--- src/rtl/multi_edge_detector.sv ---
// multi_edge_detector
// Per-channel input conditioning: synchroniser, persistence filter, registered
// rise/fall pulses, mode-qualified event pulse, sticky flag and wrapping counter.
// Every channel is an independent slice; nothing is shared between channels
// except clk, rst and count_clr.

module multi_edge_detector #(
    parameter int CHANNELS      = 4,
    parameter int SYNC_STAGES   = 2,
    parameter int FILTER_CYCLES = 4,
    parameter int CNT_W         = 8
) (
    input  logic                      clk,
    input  logic                      rst,
    input  logic [CHANNELS-1:0]       signal_in,
    input  logic [2*CHANNELS-1:0]     mode,
    input  logic [CHANNELS-1:0]       sticky_clr,
    input  logic                      count_clr,
    output logic [CHANNELS-1:0]       pos_edge_out,
    output logic [CHANNELS-1:0]       neg_edge_out,
    output logic [CHANNELS-1:0]       event_pulse,
    output logic [CHANNELS-1:0]       event_sticky,
    output logic [CHANNELS*CNT_W-1:0] event_count
);

    // Run counter only needs to reach FILTER_CYCLES-1; keep at least one bit
    // so the FILTER_CYCLES=1 (no filtering) build still elaborates cleanly.
    localparam int FC_W = (FILTER_CYCLES > 1) ? $clog2(FILTER_CYCLES) : 1;
    localparam logic [FC_W-1:0] FC_LAST = FC_W'(FILTER_CYCLES - 1);
    localparam logic [CNT_W-1:0] CNT_ONE = CNT_W'(1);

    genvar i;
    generate
        for (i = 0; i < CHANNELS; i++) begin : g_ch
            logic [SYNC_STAGES-1:0] chain;
            logic                   sync;
            logic                   filt;
            logic                   filt_next;
            logic [FC_W-1:0]        run_cnt;
            logic [FC_W-1:0]        run_cnt_next;
            logic                   pos_q;
            logic                   neg_q;
            logic                   evt_q;
            logic                   sticky_q;
            logic [CNT_W-1:0]       count_q;

            assign sync = chain[SYNC_STAGES-1];

            // Synchroniser shift chain; bit 0 takes the raw asynchronous input.
            always_ff @(posedge clk) begin
                if (rst) begin
                    chain <= '0;
                end else begin
                    chain <= {chain[SYNC_STAGES-2:0], signal_in[i]};
                end
            end

            // Persistence filter: a differing level must hold for FILTER_CYCLES
            // consecutive edges before it replaces the accepted level.
            always_comb begin
                filt_next    = filt;
                run_cnt_next = '0;
                if (sync != filt) begin
                    if (run_cnt == FC_LAST) begin
                        filt_next = ~filt;
                    end else begin
                        run_cnt_next = run_cnt + 1'b1;
                    end
                end
            end

            // Accepted level, run counter and the edge pulses derived from them
            // all update together so the pulses line up with the filt change.
            always_ff @(posedge clk) begin
                if (rst) begin
                    filt    <= 1'b0;
                    run_cnt <= '0;
                    pos_q   <= 1'b0;
                    neg_q   <= 1'b0;
                    evt_q   <= 1'b0;
                end else begin
                    filt    <= filt_next;
                    run_cnt <= run_cnt_next;
                    pos_q   <= filt_next & ~filt;
                    neg_q   <= ~filt_next & filt;
                    evt_q   <= (filt_next & ~filt & mode[2*i]) |
                               (~filt_next & filt & mode[2*i+1]);
                end
            end

            // Sticky flag follows the registered event pulse; a coincident
            // clear loses so no event can be silently dropped.
            always_ff @(posedge clk) begin
                if (rst) begin
                    sticky_q <= 1'b0;
                end else if (evt_q) begin
                    sticky_q <= 1'b1;
                end else if (sticky_clr[i]) begin
                    sticky_q <= 1'b0;
                end
            end

            // Wrapping event counter; a clear coincident with an event counts
            // that event, leaving 1.
            always_ff @(posedge clk) begin
                if (rst) begin
                    count_q <= '0;
                end else if (count_clr) begin
                    count_q <= evt_q ? CNT_ONE : '0;
                end else if (evt_q) begin
                    count_q <= count_q + CNT_ONE;
                end
            end

            assign pos_edge_out[i]                = pos_q;
            assign neg_edge_out[i]                = neg_q;
            assign event_pulse[i]                 = evt_q;
            assign event_sticky[i]                = sticky_q;
            assign event_count[CNT_W*i +: CNT_W]  = count_q;
        end
    endgenerate

endmodule

--- config.mk ---
export PLATFORM = sky130hd
export DESIGN_NAME = multi_edge_detector
export DESIGN_NICKNAME = d
export VERILOG_FILES = /design/src/rtl/multi_edge_detector.sv
export SDC_FILE = /design/constraint.sdc
export NUM_CORES = 1
export LEC_CHECK = 0
export ABC_AREA = 1
export CORE_UTILIZATION = 24
export CTS_BUF_LIST = sky130_fd_sc_hd__clkbuf_8
export DETAILED_ROUTE_END_ITERATION = 7
export GPL_TIMING_DRIVEN = 1
export SKIP_CTS_REPAIR_TIMING = 1
export SLEW_MARGIN = 10
export SYNTH_ARGS = -nofsm -noshare
export SYNTH_HDL_FRONTEND = slang
export SYNTH_SLANG_ARGS = --single-unit
--- constraint.sdc ---
create_clock -name clk -period 2.45 [get_ports clk]
set_input_delay 0.49 -clock clk [delete_from_list [all_inputs] [get_ports clk]]
set_output_delay 0.49 -clock clk [all_outputs]
set_load 0.02 [all_outputs]
=== Word level (Yosys, flattened, before mapping) ===
Cells that the tools add are included.

* Bits of input ports: 19
* Flip-flop bits (word level): 68
* Output and inout port bits: 48
* Word-level logic and storage cells: 120

* Reduce and logical (&&, ||, !) cells: 12
* Equality and inequality tests: 8
* Bitwise logic cells: 32
* Add/subtract/negate cells: 8
* Multiplexer cells: 28

{| class="wikitable"
|+ Operator list
! kind !! number
|-
| 2-to-1 mux 8 bit || 8
|-
| adder 8 x 1 -> 8 bit (second input constant) || 4
|-
| 2-to-1 mux 1 bit || 20
|-
| bitwise AND 1 bit || 16
|-
| nonzero test 2 bit || 8
|-
| inverter 1 bit || 12
|-
| OR reduction 3 bit || 4
|-
| adder 2 x 1 -> 2 bit (second input constant) || 4
|-
| equality test 2 bit (second input constant) || 4
|-
| != test 1 bit || 4
|-
| OR 1 bit || 4
|}

=== Longest topological paths before layout ===
* Word-level depth: 7
* Gate-level depth with buffers: 6
* Depth with buffers taken out: 6

=== Worst setup path before layout ===
Ideal clock, no wire load.

* Path type: register to register
* Start point: reg g_ch[1].count_q[1]
* End point: reg g_ch[1].count_q[6]
* Path slack: 1,243 ps
* Required time: 2,335 ps
* Setup time: 115 ps
* Arrival time: 1,092 ps
* Buffers on the path: 0
* Cell stages (with the launch flop): 7
* Period minus slack after synthesis: 1,207 ps
* Path through: dfxtp_1 ha_1 nand3_2 nor2_2 nand3_1 nand2_1 nor2_1

* Longest elaborated chain between the ends: 3

{| class="wikitable"
|+ Ends and longest elaborated chain
! what !! line !! source
|-
| from (decl) || 45 || <nowiki>logic [CNT_W-1:0] count_q;</nowiki>
|-
| from (signal assigned) || 109 || <nowiki>count_q <= evt_q ? CNT_ONE : '0;</nowiki>
|-
| from (signal assigned) || 111 || <nowiki>count_q <= count_q + CNT_ONE;</nowiki>
|-
| adder 8 x 1 -> 8 bit || 111 ||
|-
| 2-to-1 mux 8 bit || 110 || <nowiki>end else if (evt_q) begin</nowiki>
|-
| 2-to-1 mux 8 bit || 108 || <nowiki>end else if (count_clr) begin</nowiki>
|}

Every way passes these cells. The select of a mux whose other input is x is not followed.
A chain may end at the register's enable or synchronous reset.

=== Worst setup path in the final report ===
* Start point: reg g_ch[3].evt_q
* End point: out event_pulse[3]

{| class="wikitable"
|+ RTL lines
! what !! line !! source
|-
| from (decl) || 43 || <nowiki>logic evt_q;</nowiki>
|-
| from (signal assigned) || 86 || <nowiki>evt_q <= (filt_next & ~filt & mode[2*i]) |</nowiki>
|-
| to (decl) || 21 || <nowiki>output logic [CHANNELS-1:0] event_pulse,</nowiki>
|}

No word-level cell between the ends.

==> impl_metrics.env <==
export IMPL_fin_skew_ps=7.88
export IMPL_grt_pass1_vias=2338
export IMPL_maxSlewHeadroom=0.776
export IMPL_fmax_ghz=0.493
export IMPL_p_leak_nw=1.36
export IMPL_dieArea_mm2=0.0122
export IMPL_grt_antenna_before_repair=0
export IMPL_critPathBufInv=1
export IMPL_cts_sinks=68
export IMPL_status="finished clean"
export IMPL_cts_tree="done"
export IMPL_coreArea_mm2=0.0114
export IMPL_hp_class="reg2reg"
export IMPL_cp_start_kind="register"
export IMPL_worstPathArrival_ps=1540
export IMPL_drtAntennaViolNets=0
export IMPL_nets=455
export IMPL_insertion_delay_ps=350
export IMPL_rows=39
export IMPL_critical_path_class="reg2out"
export IMPL_clock_path_buffers=2
export IMPL_cts_root_buf="clkbuf_8"
export IMPL_cp_max_fo=8
export IMPL_slew_viol_final=0
export IMPL_met2_length_um=3210
export IMPL_grt_max_degree=23
export IMPL_p_per_area_mw_per_mm2=575
export IMPL_routed_top_layer="met4"
export IMPL_io_pin_count=67
export IMPL_synth_nets=396
export IMPL_cp_end_kind="output port"
export IMPL_met1_length_um=2950
export IMPL_met3_length_um=461
export IMPL_period_share=0.828
export IMPL_max_cap_violations=0
export IMPL_grt_overflow=0
export IMPL_cp_top_family="buffers and inverters"
export IMPL_syn_avg_cell_area_um2=7.63
export IMPL_pre_cts_ws_ps=605
export IMPL_synth_top_area_cell="dfxtp_1"
export IMPL_htreeDepth=3
export IMPL_numCtsBuffers=9
export IMPL_die_y_um=110
export IMPL_netlist_area_leader_share=0.484
export IMPL_yosys_warnings=0
export IMPL_ir_drop_mv=0.173
export IMPL_drive_gt1_frac=0.0670
export IMPL_grt_usage=0.119
export IMPL_netlist_top_cells_area="dfxtp_1 48%, nor2_1 10%, inv_1 6.8%"
export IMPL_path_cells="clkdlybuf4s50_1"
export IMPL_worstMarginPinSlew_ps=335
export IMPL_finalSetupViolations=0
export IMPL_worstPathRequired_ps=1960
export IMPL_synth_seq_cells=68
export IMPL_cp_slowest_cell="clkdlybuf4s50_1"
export IMPL_finalWorstSetupSlack_ps=421
export IMPL_period_needed_ps=2030
export IMPL_synth_cell_types=19
export IMPL_areaGrowthSynthToFinish_pct=32.3
export IMPL_power_mw=2.14
export IMPL_port_buffers=66
export IMPL_clk_pin_slew_ps=80
export IMPL_wirelength_um=6700
export IMPL_die_w_um=110
export IMPL_dp_hpwl_um=4850
export IMPL_grt_setup_unrepaired="no"
export IMPL_place_congestion=0.794
export IMPL_wire_per_inst_um=11.6
export IMPL_dr_pass1_iters=5
export IMPL_yosysSeqAreaShare=0.484
export IMPL_final_hold_viol_count=0
export IMPL_antenna_diode_count=0
export IMPL_synth_cells=369
export IMPL_cpPeakStageDelay_ps=670
export IMPL_drtIter0Drc=164
export IMPL_initial_core_util=0.246
export IMPL_netlist_area_mm2=0.00281
export IMPL_grt_pass1_wl_um=10800
export IMPL_viasPerCell=4.31
export IMPL_drc=0
export IMPL_dr_total_vias=2480
export IMPL_tns_ps=0
[metrics by stage]
step	hold slack [ps]	std cells	utilization	instance area, µm²
floorplan	388	369	-	2810
global placement	389	560	0.308	3520
CTS	404	576	0.326	3720
finish	402	576	0.326	3720
global route	418	576	0.326	3720
detailed placement	393	560	0.308	3520
[metal layers]
layer / up-vias / track usage
met2: 58 / 0.200
met1: 1131 / 0.133
met3: 10 / 0.0511
met4: 0 / 0.0451
li1: 1281 / -
met5: - / 0
[area by class of cell]
| class | count | area [µm²] |
|---|---|---|
| Inverter | 51 | 191 |
| Tap cell | 143 | 179 |
| Fill cell | 1243 | 7690 |
| Multi-Input combinational cell | 228 | 1100 |
| Sequential cell | 68 | 1360 |
| Clock inverter | 6 | 63.8 |
| Clock buffer | 10 | 138 |
| Timing Repair Buffer | 70 | 691 |
[layout by cell type, fill, tap and decap left out]
cell,n
a211oi_1,3
a21oi_1,26
buf_4,4
bufinv_16,1
clkbuf_8,10
clkdlybuf4s50_1,66
clkinv_2,2
clkinv_4,1
clkinvlp_4,2
dfxtp_1,68
ha_1,8
inv_1,51
nand2_1,50
nand3_1,28
nand3_2,4
nand4_1,3
nor2_1,78
nor2_2,4
nor2_4,1
nor3_1,5
nor4_1,5
o211ai_1,4
o21ai_0,9
[synth_stat cells (all sizes together)]
cell type / n
dfxtp: 68
nand3: 32
nand4: 3
a211oi: 3
o21ai: 9
o211ai: 4
nand2: 50
buf: 22
nor3: 5
ha: 8
nor4: 5
inv: 51
nor2: 83
a21oi: 26
[kinds of logic after synthesis]
logic type               after synthesis  share of synthesized area
buffers and inverters                 73                      0.125
AO/OA/AOI/OAI                         42                     0.0809
AND/OR/NAND/NOR                      178                      0.274
adder cells (fa/ha/maj)                8                     0.0356
flip-flops                            68                      0.484
[flip-flops by register name, indices dropped and copies added (netlist names)]
register       cells
g_ch.chain         8
g_ch.count_q      32
g_ch.evt_q         4
g_ch.filt          4
g_ch.neg_q         4
g_ch.pos_q         4
g_ch.run_cnt       8
g_ch.sticky_q      4
[where the power goes]
| part | internal [mW] | total (mW) | switching, mW | leakage (nW) |
|---|---|---|---|---|
| registers | 1.11 | 1.12 | 0.00463 | 0.550 |
| logic | 0.0397 | 0.0768 | 0.0371 | 0.708 |
| clock network | 0.495 | 0.948 | 0.452 | 0.0983 |
[worst paths after layout]
| check | from | to | slack (ps) | depth (start not counted) |
|---|---|---|---|---|
| hold / removal | g_ch[1].chain[0] | g_ch[1].chain[1] | 400 | 2 |
| setup / recovery | g_ch[3].evt_q | event_pulse[3] | 420 | 1 |
| hold reg to reg | g_ch[1].chain[0] | g_ch[1].chain[1] | 400 | 2 |
| setup reg to reg | g_ch[3].count_q[0] | g_ch[3].count_q[6] | 1230 | 6 |
Power figures use the tool's default switching activity.
